File: config.mk
export PLATFORM = sky130hd
export DESIGN_NAME = sim_run_ctrl
export DESIGN_NICKNAME = d
export VERILOG_FILES = /design/src/rtl/sim_run_ctrl_pkg.sv /design/src/rtl/sim_rst_stagger.sv /design/src/rtl/sim_run_ctrl.sv
export SDC_FILE = /design/constraint.sdc
export NUM_CORES = 1
export LEC_CHECK = 0
export BUFFER_PORTS_ARGS = -buffer_cell sky130_fd_sc_hd__buf_2
export CELL_PAD_IN_SITES_DETAIL_PLACEMENT = 1
export CELL_PAD_IN_SITES_GLOBAL_PLACEMENT = 2
export CORE_ASPECT_RATIO = 1.2
export CORE_UTILIZATION = 36
export CTS_CLUSTER_SIZE = 8
export DETAILED_ROUTE_END_ITERATION = 7
export PLACE_DENSITY = 0.92
export RECOVER_POWER = 50
export SYNTH_ARGS = -nofsm -noshare
export SYNTH_HDL_FRONTEND = slang
export SYNTH_SLANG_ARGS = --single-unit
File: constraint.sdc
create_clock -name clk -period 5.9 [get_ports clk]
set_input_delay 0.295 -clock clk [delete_from_list [all_inputs] [get_ports clk]]
set_output_delay 0.295 -clock clk [all_outputs]
set_load 0.05 [all_outputs]
File: src/rtl/sim_run_ctrl_pkg.sv
// Shared types and constants for the simulation run controller (package sim_ctrl_pkg).
// Holds the FSM state encoding, heartbeat period and status codes.
`timescale 1ns/1ps
package sim_ctrl_pkg;

  localparam int STATE_W   = 3;
  localparam int HB_PERIOD = 64;

  typedef enum logic [STATE_W-1:0] {
    ST_RESET   = 3'd0,
    ST_STAGGER = 3'd1,
    ST_RUN     = 3'd2,
    ST_DONE    = 3'd3,
    ST_TIMEOUT = 3'd4
  } state_e;

  localparam logic [1:0] STATUS_BUSY    = 2'd0;
  localparam logic [1:0] STATUS_DONE    = 2'd1;
  localparam logic [1:0] STATUS_TIMEOUT = 2'd2;

  // Summarise a state as a bench-facing status code.
  function automatic logic [1:0] status_of(input state_e st);
    case (st)
      ST_DONE:    status_of = STATUS_DONE;
      ST_TIMEOUT: status_of = STATUS_TIMEOUT;
      default:    status_of = STATUS_BUSY;
    endcase
  endfunction

endpackage

File: src/rtl/sim_rst_stagger.sv
// Staggered per-domain reset release: one edge counter plus a reset register per domain.
// last_rel is high during the cycle whose closing edge releases the final domain.
`timescale 1ns/1ps
module sim_rst_stagger #(
  parameter int NUM_DOMAINS    = 2,
  parameter int RST_CYCLES     = 25,
  parameter int STAGGER_CYCLES = 4
) (
  input  logic                   clk,
  input  logic                   rst,
  output logic [NUM_DOMAINS-1:0] rst_dom,
  output logic                   last_rel
);

  localparam int LAST_EDGE = RST_CYCLES + (NUM_DOMAINS - 1) * STAGGER_CYCLES;
  localparam int CW        = $clog2(LAST_EDGE + 1);

  // Counts edges since rst went low, parking at the final release edge.
  logic [CW-1:0] edge_cnt;

  always_ff @(posedge clk) begin
    if (rst) begin
      edge_cnt <= '0;
      rst_dom  <= '1;
    end else begin
      if (32'(edge_cnt) != LAST_EDGE) begin
        edge_cnt <= edge_cnt + CW'(1);
      end
      for (int k = 0; k < NUM_DOMAINS; k++) begin
        if (32'(edge_cnt) >= RST_CYCLES + k * STAGGER_CYCLES - 1) begin
          rst_dom[k] <= 1'b0;
        end
      end
    end
  end

  assign last_rel = (32'(edge_cnt) == LAST_EDGE - 1);

endmodule

File: src/rtl/sim_run_ctrl.sv
// Simulation run controller: staggered reset, run cycle counter, halt detect, watchdog, dump window.
// Optional heartbeat pulse enabled by defining SIM_RUN_CTRL_HEARTBEAT_EN.
`timescale 1ns/1ps
module sim_run_ctrl
  import sim_ctrl_pkg::*;
#(
  parameter int NUM_DOMAINS    = 2,
  parameter int RST_CYCLES     = 25,
  parameter int STAGGER_CYCLES = 4,
  parameter int MAX_CYCLES     = 250,
  parameter int CNT_W          = 32,
  parameter int DUMP_START     = 0,
  parameter int DUMP_END       = 250
) (
  input  logic                   clk,
  input  logic                   rst,
  input  logic                   halt_i,
  output logic [NUM_DOMAINS-1:0] rst_dom_o,
  output logic                   run_o,
  output logic                   done_o,
  output logic                   timeout_o,
  output logic [CNT_W-1:0]       cycle_cnt_o,
  output logic                   dump_en_o,
  output logic                   heartbeat_o
);

  localparam logic [63:0] DS64  = 64'(DUMP_START);
  localparam logic [63:0] DE64  = 64'(DUMP_END);
  localparam logic [63:0] MAX64 = 64'(MAX_CYCLES);

  state_e           state;
  logic             last_rel;
  logic [CNT_W-1:0] cnt_inc;
  logic             to_hit;

  sim_rst_stagger #(
    .NUM_DOMAINS   (NUM_DOMAINS),
    .RST_CYCLES    (RST_CYCLES),
    .STAGGER_CYCLES(STAGGER_CYCLES)
  ) u_stagger (
    .clk     (clk),
    .rst     (rst),
    .rst_dom (rst_dom_o),
    .last_rel(last_rel)
  );

  // Borrow-based lower bound avoids a constant compare when DUMP_START is 0.
  function automatic logic in_window(input logic [CNT_W-1:0] c);
    logic [64:0] diff;
    diff      = {1'b0, 64'(c)} - {1'b0, DS64};
    in_window = !diff[64] && (64'(c) < DE64);
  endfunction

  assign cnt_inc = (cycle_cnt_o == {CNT_W{1'b1}}) ? cycle_cnt_o : cycle_cnt_o + CNT_W'(1);
  assign to_hit  = (MAX_CYCLES != 0) && (64'(cycle_cnt_o) == MAX64 - 64'd1);

`ifdef SIM_RUN_CTRL_HEARTBEAT_EN
  logic hb;
  assign heartbeat_o = hb;
`else
  assign heartbeat_o = 1'b0;
`endif

  always_ff @(posedge clk) begin
    if (rst) begin
      state       <= ST_RESET;
      run_o       <= 1'b0;
      done_o      <= 1'b0;
      timeout_o   <= 1'b0;
      cycle_cnt_o <= '0;
      dump_en_o   <= 1'b0;
`ifdef SIM_RUN_CTRL_HEARTBEAT_EN
      hb          <= 1'b0;
`endif
    end else begin
`ifdef SIM_RUN_CTRL_HEARTBEAT_EN
      hb <= 1'b0;
`endif
      case (state)
        ST_RESET, ST_STAGGER: begin
          if (last_rel) begin
            state       <= ST_RUN;
            run_o       <= 1'b1;
            cycle_cnt_o <= '0;
            dump_en_o   <= in_window('0);
          end else if (!rst_dom_o[0]) begin
            state <= ST_STAGGER;
          end
        end
        ST_RUN: begin
          cycle_cnt_o <= cnt_inc;
          if (halt_i) begin
            state     <= ST_DONE;
            run_o     <= 1'b0;
            done_o    <= 1'b1;
            dump_en_o <= 1'b0;
          end else if (to_hit) begin
            state     <= ST_TIMEOUT;
            run_o     <= 1'b0;
            timeout_o <= 1'b1;
            dump_en_o <= 1'b0;
          end else begin
            dump_en_o <= in_window(cnt_inc);
`ifdef SIM_RUN_CTRL_HEARTBEAT_EN
            // Only pulse on an actual increment so a saturated counter cannot stick high.
            hb <= (cnt_inc != cycle_cnt_o) && ((64'(cnt_inc) % 64'(HB_PERIOD)) == 64'd0);
`endif
          end
        end
        ST_DONE, ST_TIMEOUT: begin
          state <= state;
        end
        default: begin
          state <= ST_RESET;
        end
      endcase
    end
  end

endmodule

==> qor.txt, run 1 <==
final net count -> 429
period utilization -> 52.2%
Period minus WS final -> 3080 ps
Slew Viols, Final -> 43
CTS resizes -> 0
drt pass-1 iters -> 4
wire per inst -> 19.2 um
# rows -> 37
GR Overflow Total -> 0
initial antenna violation count -> 0
clk_lat worst skew -> 310 ps
final antenna-violating net count -> 0
Synth Flop Type -> dfxtp_1
Synth warnings -> 0
# clock sinks -> 46
violated checks -> capacitance limit, slew limit
CTS tree -> built
Area contributors post-synth -> dfxtp_1, a21oi_1, nor2_1, nand2_1, o21ai_0
Longest Clk Path Bufs -> 2
Hold Path Class -> input port to register
number of flops mapped to enable cells by yosys -> 0
max_slew headroom -> -28.6%
measured slew at the worst slew-check pin -> 1930 ps
Peak VDD IR -> 0.000104 V
total die area -> 9170 um2
Mapped Nets -> 421
die width -> 87.6 um
Root Buffer -> clkbuf_8
register area share after synthesis -> 29.1%
Post-DP Area -> 3300 um2
Yosys cell types -> 64
final routed DRC violation total -> 0
Inserted Diodes -> 0
fmax -> 325 MHz
max_cap viols -> 1
Synth top area share -> 29.1%
vias per cell -> 6.15
Via Count -> 3321
setup_tns -> 0 ps
commonest non-fill, non-tap cell in the layout -> dfxtp_1
global-route usage over all layers -> 23.5%
RSZ-0062 raised after global routing -> false
largest net degree at the start of global routing -> 43
outcome -> complete, but fails checks
Synth Area per Inst -> 7.65 um2
DP HPWL -> 7310 um
Die Y -> 105 um
Port Buffers -> 40
Num CTS Buffers -> 5
commonest cells after routing, fill and taps aside -> dfxtp_1, a21oi_1, nor2_1
Async SR Flop Fraction -> 0%
detailed-route wire length -> 10400 um
clk_skew -> 5.11 ps
Worst Setup End Kind -> register
H-tree Lvls -> 2
clock transition at the registers of the reported paths -> 90 ps
Crit path required time -> 6120 ps
number of setup violations in the final report -> 0
final hold vios -> 0
critical setup path kind -> register to register
post-CTS setup buffer count -> 0
Placer Congestion -> 0.902
Iteration-0 DRC Markers -> 152
P&R area growth vs syn -> 6.32%
Post-CTS Hold Buffers -> 0
Design Area, Final -> 3370 um2
vias in the first global route -> 3312
core area -> 8560 um2
first-pass GRT wire length -> 17100 um
Cell Area, Synth -> 3170 um2
Leakage -> 1.09 nW
Power Density -> 171 nW/um2
register bit total from synthesis -> 46
IO Count -> 42
layout cells sized above 1 -> 6.38%
cell count after synthesis -> 414
critical path arrival -> 3300 ps
cell taking the most area after synthesis -> dfxtp_1
initial core utilization -> 37.0%
startpoint types -> register
maximum fanout along the worst path -> 14
[report_power, final]
part	leakage [nW]	switching (mW)	internal, mW
clock	0.0514	0.120	0.127
combinational	0.666	0.00981	0.00358
sequential	0.371	0.00269	0.312
total	1.09	0.133	0.442
[layer usage]
metal,part of all wire (%),vias to the layer above,GRT usage [%]
li1,-,1566,-
met1,44,1642,30.6
met2,49,95,38.4
met3,4.5,18,3.79
met4,2.2,0,9.13
met5,0,-,0
[synth_stat cells (all sizes together), types with 7 or more instances]
library cell and instances:
and4 8, a311oi 9, clkbuf 19, or3 8, nand3 21, a211oi 11, a31oi 9, nor4 9
dfxtp 46, and3 7, a21oi 41, nand4 12, xnor2 8, nor3 14, buf 22, o21ai 24
nand2 38, nor2 39
[worst max-delay path, stage by stage (launching register included)]
cell and delay (ps):
dfxtp_1 670, nand3_2 260, nor3_4 530, a311oi_4 320, a211o_1 390, a2111oi_2 320, nand4_1 160, o41ai_2 340
[logic make-up (layout without fill, tap and decap cells)]
group,after synthesis,in the layout,share of synthesized area [%]
flip-flops,46,46,29.1
AO/OA/AOI/OAI,126,126,27.0
AND/OR/NAND/NOR,175,175,30.0
adder cells (fa/ha/maj),4,4,1.58
buffers and inverters,47,56,7.90
XOR/XNOR,13,13,3.60
other,1,1,0.118
multiplexers,2,2,0.632
[cell type report]
class	count	area (um2)
Fill cell	1081	5200
Multi-Input combinational cell	321	1990
Sequential cell	46	921
Timing Repair Buffer	42	171
Tap cell	117	146
Clock buffer	6	72.6
Clock inverter	2	37.5
Inverter	6	22.5
[worst paths after layout]
path | start | end | slack, ps | depth (start not counted)
setup / recovery | cycle_cnt_o[16] | dump_en_o | 2820 | 7
setup reg to reg | cycle_cnt_o[16] | dump_en_o | 2820 | 7
hold reg to reg | u_stagger.rst_dom[1] | u_stagger.rst_dom[1] | 460 | 2
hold / removal | halt_i | done_o | 290 | 3
[sequential cells by signal, indices dropped and copies added (netlist names)]
signal / count
cycle_cnt_o: 32
done_o: 1
dump_en_o: 1
run_o: 1
state: 3
timeout_o: 1
u_stagger.edge_cnt: 5
u_stagger.rst_dom: 2
[through the flow]
step	hold slack [ps]	setup slack [ps]	instances	utilization, %	power, mW
after floorplan	436	3060	414	-	0.332
after global placement	432	2910	532	38.5	0.335
after detailed placement	443	2890	532	38.5	0.336
after CTS	302	2860	540	39.8	0.579
after global routing	322	2670	540	39.3	0.590
final	294	2820	540	39.3	0.575
Power figures use the tool's default switching activity.
==> run 2, diff against run 1 <==
--- a/config.mk
+++ b/config.mk
@@ -9,10 +9,10 @@
 export CELL_PAD_IN_SITES_DETAIL_PLACEMENT = 1
 export CELL_PAD_IN_SITES_GLOBAL_PLACEMENT = 2
 export CORE_ASPECT_RATIO = 1.2
-export CORE_UTILIZATION = 36
+export CORE_UTILIZATION = 34
 export CTS_CLUSTER_SIZE = 8
 export DETAILED_ROUTE_END_ITERATION = 7
-export PLACE_DENSITY = 0.92
+export PLACE_DENSITY = 0.88
 export RECOVER_POWER = 50
 export SYNTH_ARGS = -nofsm -noshare
 export SYNTH_HDL_FRONTEND = slang
==> constraint.sdc (replaced) <==
create_clock -name clk -period 2.9 [get_ports clk]
set_input_delay 0.145 -clock clk [delete_from_list [all_inputs] [get_ports clk]]
set_output_delay 0.145 -clock clk [all_outputs]
set_load 0.05 [all_outputs]
==> run 2 against run 1 <==
Effect of this change:
- the flow now finishes without violations
- fmax is 13% higher
- non-clock buffer count is 30 higher
- via count is 2.2% higher
- total power is 90% higher
- first-iteration DRC count is 37% higher
- critical path depth is 1 higher
- clock skew is 5.9 ps higher
- register-to-register slack worse by 2600 ps
- largest cell class unchanged
==> qor.txt, run 2 (synthesis gave the netlist of run 1 again) <==
wire per inst -> 20.0 um
Post-CTS Hold Buffers -> 0
commonest cells after routing, fill and taps aside -> dfxtp_1, a21oi_1, nor2_1
final net count -> 459
Top reg by flops -> cycle_cnt_o
max reg flops -> 32
measured slew at the worst slew-check pin -> 640 ps
initial core utilization -> 35.0%
Leakage -> 1.24 nW
CP top delay family -> compound AO/OA/AOI/OAI gates
commonest non-fill, non-tap cell in the layout -> dfxtp_1
final hold vios -> 0
worst hold margin -> 139 ps
critical path arrival -> 2930 ps
Crit path required time -> 3110 ps
Placer Congestion -> 0.897
CTS tree -> built
Via Count -> 3393
period utilization -> 93.8%
Hold Path Class -> input port to register
DP HPWL -> 8440 um
Peak VDD IR -> 0.000217 V
Power Density -> 305 nW/um2
worst-path cell chain -> and4_1, and4_4, a311oi_4, buf_4, a211o_1, a32oi_1, nand4_1, o41ai_2
largest net degree at the start of global routing -> 42
P&R area growth vs syn -> 13.1%
reg2reg setup slack -> 180 ps
IO Count -> 42
slowest CP cell -> dfxtp_1
critical setup path kind -> register to register
vias in the first global route -> 3390
Regs by FF count -> cycle_cnt_o: 32 flops, u_stagger.edge_cnt: 5 flops, state: 3 flops
outcome -> finished, final reports clean
clk_lat worst skew -> 320 ps
final antenna-violating net count -> 0
Worst Setup End Kind -> register
startpoint types -> register
Inserted Diodes -> 0
die width -> 90.1 um
setup_tns -> 0 ps
clock transition at the registers of the reported paths -> 90 ps
layout cells sized above 1 -> 13.0%
detailed-route wire length -> 11500 um
global-route usage over all layers -> 24.0%
H-tree Lvls -> 2
Period minus WS final -> 2720 ps
vias per cell -> 5.92
Iteration-0 DRC Markers -> 208
worst path bufs/invs -> 1
fmax -> 368 MHz
drt pass-1 iters -> 5
number of setup violations in the final report -> 0
core area -> 9030 um2
final routed DRC violation total -> 0
clk_skew -> 11.1 ps
Port Buffers -> 40
max_slew headroom -> 57.2%
Fill cells -> 1178
# clock sinks -> 46
RSZ-0062 raised after global routing -> false
total die area -> 9700 um2
Longest Clk Path Bufs -> 2
Tot Pwr -> 1.09 mW
initial antenna violation count -> 0
Root Buffer -> clkbuf_8
Num CTS Buffers -> 5
maximum fanout along the worst path -> 11
# rows -> 38
worst stage delay on the critical path -> 480 ps
first-pass GRT wire length -> 18300 um
max_cap viols -> 0
Slew Viols, Final -> 0
Die Y -> 108 um
GR Overflow Total -> 0
-- run 2: final cells by class --
cell class / count / area, um2 / area share (%)
multi-input cells: 321 / 2000 / 55.9
well taps: 120 / 150 / 4.19
repair buffers: 72 / 395 / 11.0
clock buffers: 7 / 86.3 / 2.41
flip-flops and latches: 46 / 921 / 25.7
clock inverters: 1 / 5.00 / 0.140
inverters: 6 / 22.5 / 0.629
-- run 2: path summary, 6_finish.rpt --
| kind | startpoint | endpoint | cells after the start |
|---|---|---|---|
| max | cycle_cnt_o[26] | dump_en_o | 8 |
| min | halt_i | done_o | 3 |
| max reg2reg | cycle_cnt_o[26] | dump_en_o | 8 |
| min reg2reg | u_stagger.rst_dom[1] | u_stagger.rst_dom[1] | 2 |
-- run 2: worst reg2reg max path, stage by stage, from the launching register on --
cell and delay, ps:
dfxtp_1 480, and4_1 420, and4_4 390, a311oi_4 150, buf_4 210, a211o_1 260, a32oi_1 210, nand4_1 140
o41ai_2 370
-- run 2: power breakdown --
part | leakage [nW] | switching (mW) | internal [mW]
Sequential | 0.371 | 0.00520 | 0.635
Clock | 0.0482 | 0.230 | 0.193
Combinational | 0.818 | 0.0208 | 0.00813
Total | 1.24 | 0.256 | 0.836
-- run 2: per-layer routing --
metal	share of wire (%)	up-vias	global-route usage (%)	routed length, um
met3	3.1	14	3.53	354
met4	1.7	0	8.06	195
met1	45	1688	30.0	5220
li1	-	1625	-	-
met5	0	-	0	0
met2	50	66	41.9	5700
-- run 2: timing repair --
item | CTS | global route
buffers inserted | 0 | 0
resized for setup | 0 | 4
setup endpoints to repair | 0 | 1
-- run 2: metrics by stage --
step / worst slack (ps) / instances / instance area, um2 / utilization, %
floorplan: 59.2 / 414 / 3170 / -
CTS: 116 / 573 / 3620 / 40.1
finish: 180 / 573 / 3580 / 39.6
detailed placement: 178 / 565 / 3530 / 39.1
global placement: 300 / 565 / 3530 / 39.1
global route: 43.2 / 573 / 3580 / 39.6
==> run 3, diff against run 2 <==
--- a/config.mk
+++ b/config.mk
@@ -6,13 +6,14 @@
 export NUM_CORES = 1
 export LEC_CHECK = 0
 export BUFFER_PORTS_ARGS = -buffer_cell sky130_fd_sc_hd__buf_2
-export CELL_PAD_IN_SITES_DETAIL_PLACEMENT = 1
+export CELL_PAD_IN_SITES_DETAIL_PLACEMENT = 0
 export CELL_PAD_IN_SITES_GLOBAL_PLACEMENT = 2
 export CORE_ASPECT_RATIO = 1.2
-export CORE_UTILIZATION = 34
+export CORE_UTILIZATION = 35
+export CTS_BUF_LIST = sky130_fd_sc_hd__clkbuf_4
 export CTS_CLUSTER_SIZE = 8
 export DETAILED_ROUTE_END_ITERATION = 7
-export PLACE_DENSITY = 0.88
+export PLACE_DENSITY = 0.9
 export RECOVER_POWER = 50
 export SYNTH_ARGS = -nofsm -noshare
 export SYNTH_HDL_FRONTEND = slang
==> run 3 against run 2 <==
Effect of this change:
- via count up 1.4%
- hold slack worse by 69 ps
- first-iteration DRC count up 28%
- clock power down 23%
- critical path type unchanged
- critical endpoint unchanged
- highest routed layer unchanged
==> qor.txt, run 3 (synthesis gave the netlist of run 1 again) <==
initial antenna violation count -> 0
Crit path required time -> 3210 ps
Iteration-0 DRC Markers -> 267
max_cap viols -> 0
largest net degree at the start of global routing -> 42
core area -> 8660 um2
period utilization -> 94.2%
H-tree Lvls -> 2
first-pass GRT wire length -> 16500 um
Hold Path Class -> input port to register
measured slew at the worst slew-check pin -> 631 ps
clk_lat worst skew -> 390 ps
Worst Setup End Kind -> register
post-CTS setup buffer count -> 0
Peak VDD IR -> 0.000142 V
max_slew headroom -> 58.1%
P&R area growth vs syn -> 12.5%
DP HPWL -> 7500 um
clock transition at the registers of the reported paths -> 160 ps
vias in the first global route -> 3221
post-layout util -> 41.1%
detailed-route wire length -> 10200 um
CTS tree -> built
Port Buffers -> 40
total die area -> 9430 um2
clk_skew -> 23.4 ps
layout cells sized above 1 -> 13.6%
die width -> 88.8 um
worst hold start -> halt_i
worst r2r src -> cycle_cnt_o[0]
final routed DRC violation total -> 0
critical path arrival -> 3040 ps
global-route usage over all layers -> 22.6%
RSZ-0062 raised after global routing -> false
Placer Congestion -> 0.967
Die Y -> 106 um
wire per inst -> 17.7 um
outcome -> finished, final reports clean
worst hold margin -> 69.7 ps
final hold vios -> 0
# clock sinks -> 46
maximum fanout along the worst path -> 7
Via Count -> 3442
reg2reg setup slack -> 170 ps
Leakage -> 1.24 nW
drt pass-1 iters -> 5
commonest cells after routing, fill and taps aside -> dfxtp_1, a21oi_1, nor2_1
number of setup violations in the final report -> 0
Period minus WS final -> 2730 ps
vias per cell -> 6.01
commonest non-fill, non-tap cell in the layout -> dfxtp_1
final antenna-violating net count -> 0
Slew Viols, Final -> 0
critical setup path kind -> register to register
Regs by FF count -> cycle_cnt_o: 32 flops, u_stagger.edge_cnt: 5 flops, state: 3 flops
Inserted Diodes -> 0
Longest Clk Path Bufs -> 2
Num CTS Buffers -> 5
final net count -> 462
max reg flops -> 32
Root Buffer -> clkbuf_4
fmax -> 366 MHz
setup_tns -> 0 ps
IO Count -> 42
Crit. Startpoint -> cycle_cnt_o[0]
Power Density -> 279 nW/um2
GR Overflow Total -> 0
Top reg by flops -> cycle_cnt_o
# rows -> 37
startpoint types -> register
initial core utilization -> 36.6%
-- run 3: cell count changes in the layout (fill, tap and decap cells not counted), sizes merged --
cell,previous run,this run
buf,36,40
clkbuf,43,41
clkinv,1,2
-- run 3: per-layer routing --
layer | wire (um) | up-vias | track usage [%]
met5 | 0 | - | 0
met3 | 554 | 23 | 3.80
met1 | 4380 | 1647 | 28.8
met4 | 275 | 0 | 8.64
li1 | - | 1635 | -
met2 | 4950 | 137 | 37.6
-- run 3: final cells by class --
cell class | count | area [um2]
Fill cell | 931 | 5100
Multi-Input combinational cell | 321 | 2000
Sequential cell | 46 | 921
Timing Repair Buffer | 75 | 419
Tap cell | 117 | 146
Clock buffer | 6 | 45.0
Inverter | 6 | 22.5
Clock inverter | 2 | 8.76
-- run 3: power breakdown --
part,internal [mW],total (mW),switching (mW)
clock network,0.101,0.324,0.223
logic,0.00820,0.0282,0.0200
registers,0.636,0.641,0.00498
total,0.745,0.993,0.248
-- run 3: worst paths after layout --
check,end,depth (start not counted)
min reg2reg,u_stagger.rst_dom[1],2
min,done_o,3
max reg2reg,dump_en_o,8
max,dump_en_o,8
-- run 3: per-stage QoR --
stage / cells / total power [mW] / cell area, um2 / worst slack [ps]
after floorplan: 414 / 0.675 / 3170 / 59.2
after global placement: 565 / 0.682 / 3550 / 327
after detailed placement: 565 / 0.683 / 3550 / 226
after CTS: 573 / 0.999 / 3600 / 177
after global routing: 573 / 1.02 / 3560 / 32.8
final: 573 / 0.993 / 3560 / 169
-- run 3: what timing repair did --
item | CTS | global route
setup endpoints to repair | 0 | 1
hold buffers | 0 | 0
endpoints found under the hold margin | 0 | 0
resized for setup | 0 | 2
-- run 3: critical path, cell delays in order (launching register included) --
cell and delay [ps]:
dfxtp_1 460, ha_1 200, and3_1 310, and2_1 300, a311oi_4 190, a211o_1 350
a2111oi_2 310, nand4_1 180, o41ai_2 350
